[config.mk]
export PLATFORM = sky130hd
export DESIGN_NAME = debug_display_scanner
export DESIGN_NICKNAME = d
export VERILOG_FILES = /design/src/rtl/debug_display_scanner.sv
export SDC_FILE = /design/constraint.sdc
export NUM_CORES = 1
export LEC_CHECK = 0
export BUFFER_PORTS_ARGS = -buffer_cell sky130_fd_sc_hd__buf_2
export CORE_MARGIN = 2
export CORE_UTILIZATION = 40
export CTS_CLUSTER_DIAMETER = 80
export DETAILED_ROUTE_END_ITERATION = 16
export MAX_ROUTING_LAYER = met4
export REMOVE_ABC_BUFFERS = 1
export SLEW_MARGIN = 20
export SYNTH_ARGS = -nofsm -noshare
export SYNTH_HDL_FRONTEND = slang
export SYNTH_SLANG_ARGS = --single-unit
[constraint.sdc]
create_clock -name clk -period 1.95 [get_ports clk]
set_input_delay 0.195 -clock clk [delete_from_list [all_inputs] [get_ports clk]]
set_output_delay 0.195 -clock clk [all_outputs]
set_load 0.05 [all_outputs]
[src/rtl/debug_display_scanner.sv]
// debug_display_scanner
//   Board-side debug front end for the data-memory debug port.
//   Raw switches are synchronised and debounced into the debug read address.
//   The returned debug word is latched once per display frame and shown as
//   four hex digits on a time-multiplexed, active-low 7-segment display.
//
//   Optional feature (macro DEBUG_AUTOSCAN_EN): when defined, a synchronised
//   auto_scan request sweeps the debug address through the whole range,
//   dwelling SCAN_CYCLES on each location, and lights the decimal point of
//   the most significant digit while sweeping. When undefined, auto_scan is
//   ignored and dp stays off.
//
//   DEBOUNCE_CYCLES must be at least 2 and REFRESH_CYCLES at least 1.
//   DATA_W is expected to be 16 (four displayed nibbles).
module debug_display_scanner #(
    parameter int ADDR_W          = 7,
    parameter int DATA_W          = 16,
    parameter int DEBOUNCE_CYCLES = 1000000,
    parameter int REFRESH_CYCLES  = 100000,
    parameter int SCAN_CYCLES     = 50000000
) (
    input  logic              clk,
    input  logic              reset,
    input  logic [ADDR_W-1:0] sw,
    input  logic              auto_scan,
    output logic [ADDR_W-1:0] debug_addr,
    input  logic [DATA_W-1:0] debug_data,
    output logic [6:0]        seg,
    output logic [3:0]        an,
    output logic              dp
);

    localparam int DCNT_W = $clog2(DEBOUNCE_CYCLES + 1);
    localparam int RCNT_W = $clog2(REFRESH_CYCLES + 1);

    // Stable value is accepted on the same edge the counter reaches
    // DEBOUNCE_CYCLES-1, so the comparison is against the value one below.
    localparam logic [DCNT_W-1:0] DCNT_LAST = DCNT_W'(DEBOUNCE_CYCLES - 2);
    localparam logic [RCNT_W-1:0] RCNT_LAST = RCNT_W'(REFRESH_CYCLES - 1);

    // ------------------------------------------------------------------
    // Switch synchroniser and debouncer state
    // ------------------------------------------------------------------
    logic [ADDR_W-1:0] sw_meta_reg;
    logic [ADDR_W-1:0] sw_sync_reg;
    logic [ADDR_W-1:0] candidate_reg;
    logic [ADDR_W-1:0] stable_reg;
    logic [DCNT_W-1:0] dcnt_reg;

    // ------------------------------------------------------------------
    // Display refresh state
    // ------------------------------------------------------------------
    logic [RCNT_W-1:0] rcnt_reg;
    logic [1:0]        idx_reg;
    logic [DATA_W-1:0] disp_reg;

    // Next values for the registered outputs
    logic [ADDR_W-1:0] addr_next;
    logic [3:0]        an_next;
    logic [6:0]        seg_next;
    logic              dp_next;
    logic [3:0]        nibble;

    // Two-flop synchroniser for the asynchronous switch bank
    always_ff @(posedge clk or negedge reset) begin
        if (!reset) begin
            sw_meta_reg <= '0;
            sw_sync_reg <= '0;
        end else begin
            sw_meta_reg <= sw;
            sw_sync_reg <= sw_meta_reg;
        end
    end

    // Debounce: any change restarts the count; a candidate that survives
    // DEBOUNCE_CYCLES consecutive cycles becomes the stable address
    always_ff @(posedge clk or negedge reset) begin
        if (!reset) begin
            candidate_reg <= '0;
            stable_reg    <= '0;
            dcnt_reg      <= '0;
        end else if (sw_sync_reg != candidate_reg) begin
            candidate_reg <= sw_sync_reg;
            dcnt_reg      <= '0;
        end else if (candidate_reg != stable_reg) begin
            dcnt_reg <= dcnt_reg + 1'b1;
            if (dcnt_reg == DCNT_LAST) begin
                stable_reg <= candidate_reg;
            end
        end
    end

    // Refresh timer, digit index and once-per-frame latch of the debug word;
    // latching only on the 3->0 wrap keeps one frame free of tearing
    always_ff @(posedge clk or negedge reset) begin
        if (!reset) begin
            rcnt_reg <= '0;
            idx_reg  <= '0;
            disp_reg <= '0;
        end else if (rcnt_reg == RCNT_LAST) begin
            rcnt_reg <= '0;
            idx_reg  <= idx_reg + 2'd1;
            if (idx_reg == 2'd3) begin
                disp_reg <= debug_data;
            end
        end else begin
            rcnt_reg <= rcnt_reg + 1'b1;
        end
    end

`ifdef DEBUG_AUTOSCAN_EN
    localparam int SCNT_W = $clog2(SCAN_CYCLES + 1);
    localparam logic [SCNT_W-1:0] SCNT_LAST = SCNT_W'(SCAN_CYCLES - 1);

    typedef enum logic {
        MODE_MANUAL = 1'b0,
        MODE_AUTO   = 1'b1
    } mode_t;

    logic              as_meta_reg;
    logic              as_sync_reg;
    mode_t             mode_reg;
    logic [ADDR_W-1:0] scan_addr_reg;
    logic [SCNT_W-1:0] scnt_reg;

    // Two-flop synchroniser for the auto-scan request
    always_ff @(posedge clk or negedge reset) begin
        if (!reset) begin
            as_meta_reg <= 1'b0;
            as_sync_reg <= 1'b0;
        end else begin
            as_meta_reg <= auto_scan;
            as_sync_reg <= as_meta_reg;
        end
    end

    // Mode FSM: entering auto mode seeds the sweep from the stable address,
    // then the address advances every SCAN_CYCLES and wraps naturally
    always_ff @(posedge clk or negedge reset) begin
        if (!reset) begin
            mode_reg      <= MODE_MANUAL;
            scan_addr_reg <= '0;
            scnt_reg      <= '0;
        end else begin
            case (mode_reg)
                MODE_MANUAL: begin
                    if (as_sync_reg) begin
                        mode_reg      <= MODE_AUTO;
                        scan_addr_reg <= stable_reg;
                        scnt_reg      <= '0;
                    end
                end
                MODE_AUTO: begin
                    if (!as_sync_reg) begin
                        mode_reg <= MODE_MANUAL;
                        scnt_reg <= '0;
                    end else if (scnt_reg == SCNT_LAST) begin
                        scnt_reg      <= '0;
                        scan_addr_reg <= scan_addr_reg + 1'b1;
                    end else begin
                        scnt_reg <= scnt_reg + 1'b1;
                    end
                end
                default: mode_reg <= MODE_MANUAL;
            endcase
        end
    end

    // Address source and decimal point in auto mode; dropping the request
    // falls back to the stable address on the very next output update
    always_comb begin
        addr_next = stable_reg;
        dp_next   = 1'b1;
        if (mode_reg == MODE_AUTO && as_sync_reg) begin
            addr_next = scan_addr_reg;
        end
        if (mode_reg == MODE_AUTO && idx_reg == 2'd3) begin
            dp_next = 1'b0;
        end
    end
`else
    logic unused_auto_scan;
    assign unused_auto_scan = auto_scan;

    // Manual-only build: address always follows the debounced switches
    always_comb begin
        addr_next = stable_reg;
        dp_next   = 1'b1;
    end
`endif

    // One-hot-low digit enable derived from the current index
    generate
        for (genvar gi = 0; gi < 4; gi++) begin : g_an
            assign an_next[gi] = (idx_reg != 2'(gi));
        end
    endgenerate

    // Hex to 7-segment ({g,f,e,d,c,b,a}, active-low) for the selected nibble
    always_comb begin
        nibble   = disp_reg[4*idx_reg +: 4];
        seg_next = 7'h7F;
        case (nibble)
            4'h0: seg_next = 7'b1000000;
            4'h1: seg_next = 7'b1111001;
            4'h2: seg_next = 7'b0100100;
            4'h3: seg_next = 7'b0110000;
            4'h4: seg_next = 7'b0011001;
            4'h5: seg_next = 7'b0010010;
            4'h6: seg_next = 7'b0000010;
            4'h7: seg_next = 7'b1111000;
            4'h8: seg_next = 7'b0000000;
            4'h9: seg_next = 7'b0010000;
            4'hA: seg_next = 7'b0001000;
            4'hB: seg_next = 7'b0000011;
            4'hC: seg_next = 7'b1000110;
            4'hD: seg_next = 7'b0100001;
            4'hE: seg_next = 7'b0000110;
            4'hF: seg_next = 7'b0001110;
            default: seg_next = 7'h7F;
        endcase
    end

    // Registered outputs: display lags the index by one cycle, blank in reset
    always_ff @(posedge clk or negedge reset) begin
        if (!reset) begin
            debug_addr <= '0;
            an         <= 4'hF;
            seg        <= 7'h7F;
            dp         <= 1'b1;
        end else begin
            debug_addr <= addr_next;
            an         <= an_next;
            seg        <= seg_next;
            dp         <= dp_next;
        end
    end

endmodule

# Word level (Yosys, flattened, before mapping)
# Memories as Yosys holds them, arrays and structs flattened. A register that Yosys moved wholly into a read port is not among the register bits.
# Cells that the tools add are included.
dict set report totals {
  ff_bits 94
  romBits 112
  in_bits 26
  output_inout_bits 19
  elab_cells 32
  mem_count 1
}
# memory depth word_bits read_ports rd_clocked_by_memory_dff wr line_no
set mem_list {}
lappend mem_list {{(no name shown)} 16 7 1 1 0 203} ;# case (nibble)
dict set report classes {
  add_sub_neg 3
  n_eq_ne 8
  shifts 1
  muxes 3
  bitwise 1
  reduce_logical 5
}
# op count
set ops {}
lappend ops {{$mux 20} 2}
lappend ops {{$add 20x1->20 const B} 1}
lappend ops {{$eq 20x20->1 const B} 1}
lappend ops {{$add 17x1->17 const B} 1}
lappend ops {{$eq 17x17->1 const B} 1}
lappend ops {{$mux 17} 1}
lappend ops {{$shiftx 16x5->4} 1}
lappend ops {{$ne 7x7->1} 2}
lappend ops {{$ne 2x2->1 const B} 2}
lappend ops {{$reduce_bool 2->1} 2}
lappend ops {{$reduce_and 3->1} 1}
lappend ops {{$add 2x1->2 const B} 1}
lappend ops {{$eq 2x2->1 const B} 1}
lappend ops {{$ne 2x1->1 const B} 1}
lappend ops {{$reduce_and 2->1} 1}
lappend ops {{$logic_not 1->1} 1}
lappend ops {{$not 1->1} 1}

# Depth between registers and ports, before layout
dict set report depth {
  depth_word 3
  ltp_mapped 8
  mapped_depth_nobuf 7
}

# Least setup slack after synthesis
# OpenSTA, ideal clock, no wires.
dict set report synth_path {
  path_kind {flip-flop to flip-flop}
  startpoint {register rcnt_reg[0]}
  endpoint {register disp_reg[10]}
  setup_time_ps 125
  t_arrival_ps 1973
  required_ps 1825
  slack_ps -147
  path_stages_with_launch 7
  n_path_buf 1
  synth_period_minus_slack_ps 2097
  path_cell_list {dfrtp_1 > ha_1 > and4_1 > nand2_1 > nor4_4 > buf_2 > mux2_2}
}
dict set report synth_via {
  elab_chain_cells 2
}
# element line_no
set synth_lines {}
lappend synth_lines {{start: declaration} 53} ;# logic [RCNT_W-1:0] rcnt_reg;
lappend synth_lines {{start signal: assignment} 107} ;# rcnt_reg <= rcnt_reg + 1'b1;
lappend synth_lines {{$eq 17x17->1} 100} ;# end else if (rcnt_reg == RCNT_LAST) begin
lappend synth_lines {{$reduce_and 2->1 (no line)} --}
lappend synth_lines {{end signal: assignment} 104} ;# disp_reg <= debug_data;
lappend synth_lines {{end: declaration} 55} ;# logic [DATA_W-1:0] disp_reg;
# Every way passes these cells.
# A chain may end at the register's enable or synchronous reset.

# Worst setup path in the final report
dict set report layout_path {
  startpoint {register sw_sync_reg[3]}
  endpoint {register stable_reg[4], in the netlist addr_next[4]}
}
dict set report layout_via {
  elab_chain_cells 3
}
# element line_no
set layout_lines {}
lappend layout_lines {{start: declaration} 45} ;# logic [ADDR_W-1:0] sw_sync_reg;
lappend layout_lines {{start signal: assignment} 71} ;# sw_sync_reg <= sw_meta_reg;
lappend layout_lines {{$ne 7x7->1} 82} ;# end else if (sw_sync_reg != candidate_reg) begin
lappend layout_lines {{$not 1->1 (no line)} --}
lappend layout_lines {{$reduce_and 3->1 (no line)} --}
lappend layout_lines {{end signal: assignment} 88} ;# stable_reg <= candidate_reg;
lappend layout_lines {{end: declaration} 47} ;# logic [ADDR_W-1:0] stable_reg;
# Every way passes these cells.

==> results.json <==
{
  "path_cells": "xor2_1 > nor4_2 > nand4_1 > or4b_4 > mux2_4",
  "coreArea_mm2": 0.0108,
  "crit_fanout": 7,
  "synthArstFlopShare": 1.00,
  "violations": "negative setup slack",
  "cts.htree.levels": 3,
  "synth_cell_types": 45,
  "synth_flop_cell": "dfrtp_1",
  "critical_path_class": "reg -> reg",
  "finalClockSkew_ns": 0.00821,
  "gp_congestion": 0.818,
  "ys_warn_count": 0,
  "utilization": 0.522,
  "cts_root_buf": "clkbuf_8",
  "syn_to_final_growth_pct": 27.2,
  "final_min_period_over_clock_period": 1.07,
  "diodes": 0,
  "max_cap_viol_count": 0,
  "outcome": "finished, violations left",
  "post-route-worst-setup-slack_ns": -0.135,
  "syn_area_mm2": 0.00445,
  "synth_top_area_cell": "dfrtp_1",
  "drtIter0Drc": 52,
  "synth_edf_count": 0,
  "slowest_stage": "or4b_4",
  "clockBufferDepth": 2,
  "powerDensity_mw_per_mm2": 633,
  "rows": 38,
  "avgSynthCellArea_um2": 12.2,
  "grt_pass1_vias": 3025,
  "grt_pass1_wl_um": 14000,
  "fin_crit_ns": 2.08,
  "clk_pin_slew_ns": 0.09,
  "die_x_um": 109,
  "place_inst": 572,
  "vdd_drop_max_mv": 0.685,
  "vias": 2996,
  "clock_latency_ns": 0.37,
  "yosys-top-cells-area": "dfrtp_1, dfstp_2, xnor2_1, mux2_2, xor2_1",
  "drc": 0,
  "synth_top_area_share": 0.506,
  "cts_tree": "built",
  "power_w": 0.00358,
  "hold_path.class": "in -> reg",
  "die_h_um": 109,
  "drt-pass1-iter-count": 4,
  "clock_sinks": 101,
  "stdcell_count": 612,
  "wl_um": 8470,
  "ios": 45,
  "synthMostInstantiatedCell": "dfrtp_1",
  "largest_reg_flops": 20,
  "antenna_found_initial": 0,
  "syn-instance-count": 366,
  "grt.total_usage": 0.157,
  "antenna_left": 0,
  "required_ns": 2.21,
  "drv_slew": 0,
  "rsz0062_at_grt": "yes",
  "grt_overflow_total": 0,
  "finalSetupViolations": 7,
  "via_per_inst": 4.90,
  "dpl.hpwl_um": 5640,
  "fmax_mhz": 480,
  "worstPathArrival_ns": 2.35,
  "grt_max_degree": 39,
  "cp_slowest_stage_delay_ns": 0.60,
  "drive_gt1_frac": 0.362,
  "synthTopCellsByCount": "dfrtp_1, nor2_1, xnor2_1",
  "dieArea_mm2": 0.0120,
  "synth_seq_cells": 101,
  "cp-start-kind": "register",
  "slew_headroom": 0.637,
  "hold_violations": 0,
  "wl_per_cell_um": 13.8,
  "p_leak_nw": 2.58,
  "cts_made_buffers": 9,
  "io_buffers": 42,
  "tightest_slew_ns": 0.544,
  "end_kind": "register",
  "yosysSeqAreaShare": 0.571,
  "initial_utilization": 0.411,
  "fin_nets": 506
}
-- where the power goes --
part           internal [W]  switching, W  total (W)
logic             0.0000669     0.0000808   0.000148
clock network      0.000625      0.000680    0.00130
registers           0.00212     0.0000135    0.00213
total               0.00281      0.000774    0.00358
-- repair_timing --
action,CTS,global route
buffers inserted,2,13
pin swaps,4,6
setup endpoints to repair,7,31
hold buffers,8,0
cloned,0,2
hold endpoints to repair,37,0
resized for setup,3,29
-- placed cells by master, fill, tap and decap left out, drive strengths merged, types with 4 or more instances in the layout --
master and instances:
a2111oi 5, a211oi 8, a21oi 9, and2 6, and4 4, buf 101, clkbuf 13, dfrtp 90
dfstp 11, dlygate4sd3 8, ha 13, inv 15, mux2 25, mux4 4, nand2 21, nand3 12
nand4 8, nor2 28, nor4 6, o21ai 7, or3 5, xnor2 24, xor2 19
-- layout make-up --
class                           count  area (um2)
Fill cell                         983        5180
Timing Repair Buffer              110         811
Tap cell                          140         175
Clock inverter                      4        47.5
Sequential cell                   101        2540
Inverter                           15        56.3
Clock buffer                       12         145
Multi-Input combinational cell    230        1880
-- metal layers --
metal	share of wire	GRT usage	up-vias
met1	0.46	0.193	1489
met2	0.48	0.249	39
met3	0.041	0.0516	10
li1	-	-	1458
met4	0.013	0.0470	0
met5	0	-	-
-- path summary, 6_finish.rpt --
kind	from	endpoint	slack, ns	depth (start not counted)
worst max-delay path	sw_sync_reg[3]	addr_next[4]	-0.13	5
worst min-delay path	debug_data[10]	disp_reg[10]	0.05	2
worst max register to register	sw_sync_reg[3]	addr_next[4]	-0.13	5
worst min register to register	sw_meta_reg[2]	sw_sync_reg[2]	0.35	0
max in group asynchronous	reset	an[0]	0.97	3
min in group asynchronous	reset	addr_next[3]	0.35	2
-- critical path: cells and delay by family (launching register included) --
| kind | cells | cell delay [ns] |
|---|---|---|
| xor+xnor | 1 | 0.17 |
| mux | 1 | 0.33 |
| simple gates | 3 | 1.08 |
| flops | 1 | 0.40 |
-- stage by stage --
stage	setup TNS [ns]	worst slack [ns]	hold slack, ns	cell area (um2)
floorplan	-10.92	-0.665	-0.101	4370
global placement	-1.32	-0.189	0.209	5120
detailed placement	-1.42	-0.210	0.219	5120
CTS	-0.966	-0.147	0.0252	5430
global route	-2.27	-0.234	0.0274	5660
finish	-0.923	-0.135	0.0500	5660
-- cell families (layout without fill, tap and decap cells) --
kind of cell | after synthesis | in the layout | share of synthesized area
adders and majority gates | 13 | 13 | 0.0365
other | 1 | 1 | 0.000843
buffers and inverters | 35 | 141 | 0.0309
AOI/OAI and AO/OA | 39 | 39 | 0.0602
DFF | 101 | 101 | 0.571
xor gates and xnor gates | 43 | 43 | 0.0846
muxes | 29 | 29 | 0.0894
and+or+nand+nor | 105 | 105 | 0.127
Power figures use the tool's default switching activity.
